[config.mk]
export PLATFORM = sky130hd
export DESIGN_NAME = i2c_engine_arbiter
export DESIGN_NICKNAME = d
export VERILOG_FILES = /design/src/rtl/i2c_engine_arbiter.sv
export SDC_FILE = /design/constraint.sdc
export NUM_CORES = 1
export LEC_CHECK = 0
export ABC_CLOCK_PERIOD_IN_PS = 2270
export CAP_MARGIN = 5
export CORE_ASPECT_RATIO = 1.2
export CORE_MARGIN = 2
export CORE_UTILIZATION = 50
export CTS_BUF_LIST = sky130_fd_sc_hd__clkbuf_8
export DETAILED_ROUTE_END_ITERATION = 8
export HOLD_SLACK_MARGIN = 0.1
export PLACE_DENSITY_LB_ADDON = 0.1
export SLEW_MARGIN = 20
export SYNTH_ARGS = -nofsm -noshare
export SYNTH_HDL_FRONTEND = slang
export SYNTH_SLANG_ARGS = --single-unit
[constraint.sdc]
create_clock -name clk -period 2.27 [get_ports clk]
set_clock_uncertainty 0.15 [all_clocks]
set_input_delay 0.3405 -clock clk [delete_from_list [all_inputs] [get_ports clk]]
set_output_delay 0.3405 -clock clk [all_outputs]
set_load 0.05 [all_outputs]
[src/rtl/i2c_engine_arbiter.sv]
// rtl/i2c_engine_arbiter.sv - round-robin arbiter sharing one I2C byte engine between requesters
//
// Purpose: shares one I2C byte engine between NUM_REQ sequencers. Ownership is
// granted round-robin and stays locked for a whole transaction, which ends when
// the owner's step returns to 2'b00. After every owner the engine is held at
// 2'b00 for GAP_CYCLES cycles. A watchdog drops an owner whose engine shows no
// ready rising edge for TIMEOUT_CYC cycles.
//
// Ports:
//   clk            in   system clock, all logic on posedge
//   reset          in   asynchronous active-high reset
//   req_next_step  in   per-requester step, slice i = [2i+1:2i]
//   req_tx_byte    in   per-requester tx byte, slice i = [8i+7:8i]
//   req_ready      out  engine ready routed to the owner only
//   req_rx_byte    out  engine rx byte broadcast to all requesters
//   grant          out  registered one-hot owner, zero when nobody owns
//   eng_next_step  out  step to engine
//   eng_tx_byte    out  tx byte to engine
//   eng_ready      in   engine step-complete level, rising edge = step done
//   eng_rx_byte    in   byte received by engine
//   busy           out  high in GRANT and RELEASE
//   timeout_err    out  one-cycle pulse when the watchdog fires
module i2c_engine_arbiter #(
    parameter int NUM_REQ     = 2,
    parameter int GAP_CYCLES  = 4,
    parameter int TIMEOUT_CYC = 500000
) (
    input  logic                   clk,
    input  logic                   reset,
    input  logic [2*NUM_REQ-1:0]   req_next_step,
    input  logic [8*NUM_REQ-1:0]   req_tx_byte,
    output logic [NUM_REQ-1:0]     req_ready,
    output logic [7:0]             req_rx_byte,
    output logic [NUM_REQ-1:0]     grant,
    output logic [1:0]             eng_next_step,
    output logic [7:0]             eng_tx_byte,
    input  logic                   eng_ready,
    input  logic [7:0]             eng_rx_byte,
    output logic                   busy,
    output logic                   timeout_err
);

    localparam int PW = (NUM_REQ > 1) ? $clog2(NUM_REQ) : 1;
    localparam int WW = $clog2(TIMEOUT_CYC) + 1;
    localparam int GW = $clog2(GAP_CYCLES) + 1;

    typedef enum logic [1:0] {
        S_IDLE,
        S_GRANT,
        S_RELEASE
    } state_t;

    state_t            state;
    logic [PW-1:0]     rr_ptr;
    logic [WW-1:0]     wd_cnt;
    logic [GW-1:0]     gap_cnt;
    logic              ready_q;
    logic              ready_rise;

    logic [NUM_REQ-1:0] req_vec;
    logic [PW-1:0]      cand;
    logic [PW-1:0]      winner;
    logic               found;

    // Grant is one-hot, so OR-merging the granted slices is a plain mux.
    always_comb begin
        eng_next_step = 2'b00;
        eng_tx_byte   = 8'h00;
        for (int i = 0; i < NUM_REQ; i++) begin
            if (grant[i]) begin
                eng_next_step = eng_next_step | req_next_step[2*i +: 2];
                eng_tx_byte   = eng_tx_byte | req_tx_byte[8*i +: 8];
            end
        end
    end

    always_comb begin
        req_vec = '0;
        for (int i = 0; i < NUM_REQ; i++) begin
            req_vec[i] = |req_next_step[2*i +: 2];
        end
    end

    assign req_ready   = grant & {NUM_REQ{eng_ready}};
    assign req_rx_byte = eng_rx_byte;
    assign ready_rise  = eng_ready & ~ready_q;

    // Search starts one past the last winner and wraps, so the previous owner
    // is considered last.
    always_comb begin
        winner = '0;
        found  = 1'b0;
        cand   = '0;
        for (int k = 1; k <= NUM_REQ; k++) begin
            cand = PW'((int'(rr_ptr) + k) % NUM_REQ);
            if (!found && req_vec[cand]) begin
                found  = 1'b1;
                winner = cand;
            end
        end
    end

    always_ff @(posedge clk or posedge reset) begin
        if (reset) begin
            ready_q <= 1'b0;
        end else begin
            ready_q <= eng_ready;
        end
    end

    always_ff @(posedge clk or posedge reset) begin
        if (reset) begin
            state       <= S_IDLE;
            grant       <= '0;
            busy        <= 1'b0;
            timeout_err <= 1'b0;
            rr_ptr      <= PW'(NUM_REQ - 1);
            wd_cnt      <= '0;
            gap_cnt     <= '0;
        end else begin
            timeout_err <= 1'b0;
            case (state)
                S_IDLE: begin
                    wd_cnt  <= '0;
                    gap_cnt <= '0;
                    if (found) begin
                        grant  <= NUM_REQ'(1) << winner;
                        rr_ptr <= winner;
                        busy   <= 1'b1;
                        state  <= S_GRANT;
                    end
                end
                S_GRANT: begin
                    if (eng_next_step == 2'b00) begin
                        grant   <= '0;
                        gap_cnt <= '0;
                        wd_cnt  <= '0;
                        state   <= S_RELEASE;
                    end else if (wd_cnt == WW'(TIMEOUT_CYC - 1)) begin
                        grant       <= '0;
                        timeout_err <= 1'b1;
                        gap_cnt     <= '0;
                        wd_cnt      <= '0;
                        state       <= S_RELEASE;
                    end else if (ready_rise) begin
                        wd_cnt <= '0;
                    end else if (wd_cnt != {WW{1'b1}}) begin
                        wd_cnt <= wd_cnt + 1'b1;
                    end
                end
                S_RELEASE: begin
                    wd_cnt <= '0;
                    if (gap_cnt == GW'(GAP_CYCLES - 1)) begin
                        busy  <= 1'b0;
                        state <= S_IDLE;
                    end else begin
                        gap_cnt <= gap_cnt + 1'b1;
                    end
                end
                default: begin
                    grant <= '0;
                    busy  <= 1'b0;
                    state <= S_IDLE;
                end
            endcase
        end
    end

endmodule
==> results of run 1 <==
[path summary, 6_finish.rpt]
path,start,endpoint,slack [ns],depth (start not counted)
worst max register to register,wd_cnt[10],wd_cnt[3],0.08,6
worst min-delay path,reset,state[1],0.27,3
worst min register to register,rr_ptr,rr_ptr,0.35,2
worst max-delay path,wd_cnt[10],wd_cnt[3],0.08,6
max in group asynchronous,reset,rr_ptr,1.38,3
min in group clk,rr_ptr,rr_ptr,0.35,2
[per-layer routing]
metal | vias to the layer above | track usage (%) | part of all wire (%)
met5 | - | 0 | 0
met4 | 0 | 8.64 | 1.7
met3 | 11 | 7.35 | 6.5
met2 | 81 | 42.3 | 49
met1 | 902 | 28.4 | 42
li1 | 933 | - | -
[tightest hold or removal path, stage by stage]
cell	delay, ns
clkdlybuf4s50_1	0.39
inv_1	0.05
buf_4	0.35
[registers in the layout (all words and copies together), names as in the netlist]
| name | count |
|---|---|
| rr_ptr | 1 |
| timeout_err | 1 |
| state | 2 |
| gap_cnt | 3 |
| busy | 1 |
| ready_q | 1 |
| grant | 2 |
| wd_cnt | 20 |
[power groups by stage]
| stage | combinational (W) | clock (W) | sequential (W) |
|---|---|---|---|
| 2_1_floorplan | 0.000847 | 0 | 0.000787 |
| 3_3_place_gp | 0.00146 | 0 | 0.000743 |
| 3_5_place_dp | 0.00149 | 0 | 0.000748 |
| 4_1_cts | 0.00150 | 0.000648 | 0.000738 |
| 5_1_grt | 0.00159 | 0.000668 | 0.000752 |
| 6_report | 0.00150 | 0.000644 | 0.000740 |
[area by class of cell]
class / count / area share [%]
Clock buffer: 5 / 2.44
Clock inverter: 3 / 2.26
Inverter: 9 / 1.20
Multi-Input combinational cell: 161 / 39.5
Sequential cell: 31 / 27.5
Tap cell: 54 / 2.39
Timing Repair Buffer: 65 / 24.7
[cell usage after synthesis, types with 2 or more instances]
cell type / instances
nor3b_1: 4
and4_1: 3
nor3_1: 5
and2_1: 5
o211ai_1: 3
or2_2: 2
inv_1: 9
a21o_2: 5
o21a_1: 2
nand3_1: 11
a22o_2: 4
o41ai_1: 2
buf_4: 8
nor4_1: 5
nor4b_1: 2
clkbuf_1: 5
and3_1: 7
a22o_1: 9
nor2_1: 12
o31ai_1: 3
a21oi_1: 5
buf_2: 3
dfrtp_1: 30
a211o_1: 3
nand2b_1: 2
nand4_1: 8
nand2_1: 17
o21ai_0: 10
xnor2_1: 3
a211oi_1: 2
ha_1: 3
a211o_2: 4
[logic make-up after synthesis]
group                      after synthesis  share of synthesized area (%)
AOI/OAI and AO/OA                       64                           25.3
xor gates and xnor gates                 3                           1.29
adders and majority gates                3                           1.84
buffers and inverters                   27                           7.55
DFF                                     31                           38.1
muxes                                    1                          0.491
and+or+nand+nor                         90                           25.4
[stage by stage]
step | util (%) | setup TNS (ns)
floorplan | - | 0
global placement | 67.9 | -0.293
detailed placement | 67.9 | -0.464
CTS | 71.2 | 0
global route | 71.7 | -0.00283
finish | 71.7 | 0
[timing repair]
action | in CTS | in global routing
endpoints found under the setup margin | 0 | 9
hold buffers | 0 | 0
gates resized for setup | 0 | 1
buffers inserted | 0 | 1
endpoints found under the hold margin | 0 | 0
==> flow_summary_export.csv, run 1 <==
group,metric,value,unit
power_and_ir_drop,internal_power,0.00173,W
clock_network,path_clk_slew,0.07,ns
setup_path,cp_top_family,"simple AND/OR/NAND/NOR gates",
finish,nFillCells,312,
placement,dp_slack,-0.105,ns
finish,fin_nets,307,
die,start_util,51.7,%
timing,min_period,2.19,ns
clock_network,cts_made_buffers,5,
timing,setup_slack,0.0809,ns
power_and_ir_drop,p_comb_share,52.0,%
clock_network,clk_latency,0.29,ns
placement,placed_area,2680,um2
power_and_ir_drop,power_density,1020,nW/um2
power_and_ir_drop,pwr-share-seq,25.7,%
drt,wl_per_cell,16.1,um
synth,avgSynthCellArea,9.30,um2
worst_hold_path,hold_class,"in -> async",
finish,fin_cells,328,
synth,ys.flop_type,"dfrtp_1",
drt,firstDrtPassIters,4,
finish,area_growth,38.6,%
drt,drtIter0Drc,152,
finish,design_area,2820,um2
die,die_y,73.9,um
timing,fin_crit_sh,96.4,%
synth,seq_area_frac_synth,38.1,%
placement,dpl.hpwl,3940,um
timing,setup_viol,0,
drt,drc,0,
synth,syn-cell-area,2040,um2
grt,grt_antenna_before_repair,0,
drt,routed_via_density,5.88,
setup_path,worstPathCellList,"nor4b_1 > nand4_1 > o211ai_4 > buf_4 > nor3_1 > a211o_1",
setup_path,crit_path_max_incr_delay,0.45,ns
grt,grt_pass1_vias,1837,
grt,grtUsageTotal,24.1,%
synth,synth_area_leader_cell,"dfrtp_1",
placement,dp_cells,319,
grt,grt_remaining_overflow,0,
die,fp-row-count,25,
synth,synth_edf_count,0,
power_and_ir_drop,p_switching,0.00115,W
power_and_ir_drop,leakagePower,1.28,nW
power_and_ir_drop,power,0.00288,W
power_and_ir_drop,power.share.switching,40.0,%
die,core,3940,um2
synth,netlist_instances,219,
clock_network,htreeDepth,2,
run_status,status,"finished, final reports clean",
setup_path,cp_max_fo,9,
die,ios,55,
synth,yosys_warnings,0,
setup_path,cp.arrival,2.21,ns
timing,slew_headroom,66.2,%
placement,io_buffers,38,
setup_path,critical_path_required,2.29,ns
timing,hold_slack,0.271,ns
finish,multiInputGateArea,1110,um2
finish,final_cell_mix,"dfrtp_1 (30), buf_4 (29), clkdlybuf4s50_1 (24)",
synth,synth_seq_cells,31,
flow_run,cap_violations,0,
die,dieArea,4600,um2
setup_path,cp-end-kind,"register",
drt,wl,5270,um
power_and_ir_drop,p_clk_share,22.4,%
finish,final_common_cell,"dfrtp_1",
drt,vias,1927,
timing,hold_viol_final,0,
clock_network,cts_max_path_buffers,2,
clock_network,clock_sinks,31,
synth,synth.area.top_cells,"dfrtp_1 (37%), a22o_1 (3.9%), nand2_1 (3.1%)",
power_and_ir_drop,worst_ir_drop_vdd,414,uV
synth,synth-async-reset-ratio,100,%
synth,synth.distinct_cells,55,
drt,drtAntennaViolNets,0,
placement,place.gp.congestion,0.833,
clock_network,clock-root-buffer,"clkbuf_8",
finish,drive_above_1_share,26.6,%
clock_network,cts_tree,"yes",
setup_path,start_kind,"register",
setup_path,criticalPathCategory,"reg -> reg",
grt,grt_max_degree,32,
timing,worst_pin_slew,0.506,ns
setup_path,cp_slowest_cell,"dfrtp_1",
synth,syn_nets,253,
grt,grt_first_pass_wirelength,8740,um
finish,diodes,0,
synth,synth_top_area_share,36.9,%
die,fp.dieW,62.3,um
setup_path,crit_buf_inv,1,
timing,timing.fmax,457,MHz
finish,seq_area,777,um2
timing,final_max_slew_viol_count,0,
(Power assumes the default switching activity.)
==> run 2: changes to the inputs <==
--- a/config.mk
+++ b/config.mk
@@ -5,7 +5,6 @@
 export SDC_FILE = /design/constraint.sdc
 export NUM_CORES = 1
 export LEC_CHECK = 0
-export ABC_CLOCK_PERIOD_IN_PS = 2270
 export CAP_MARGIN = 5
 export CORE_ASPECT_RATIO = 1.2
 export CORE_MARGIN = 2
@@ -14,6 +13,7 @@
 export DETAILED_ROUTE_END_ITERATION = 8
 export HOLD_SLACK_MARGIN = 0.1
 export PLACE_DENSITY_LB_ADDON = 0.1
+export SKIP_CTS_REPAIR_TIMING = 1
 export SLEW_MARGIN = 20
 export SYNTH_ARGS = -nofsm -noshare
 export SYNTH_HDL_FRONTEND = slang
==> results of run 2 <==
No change in the layout: final DEF, timing and power equal those of run 1.
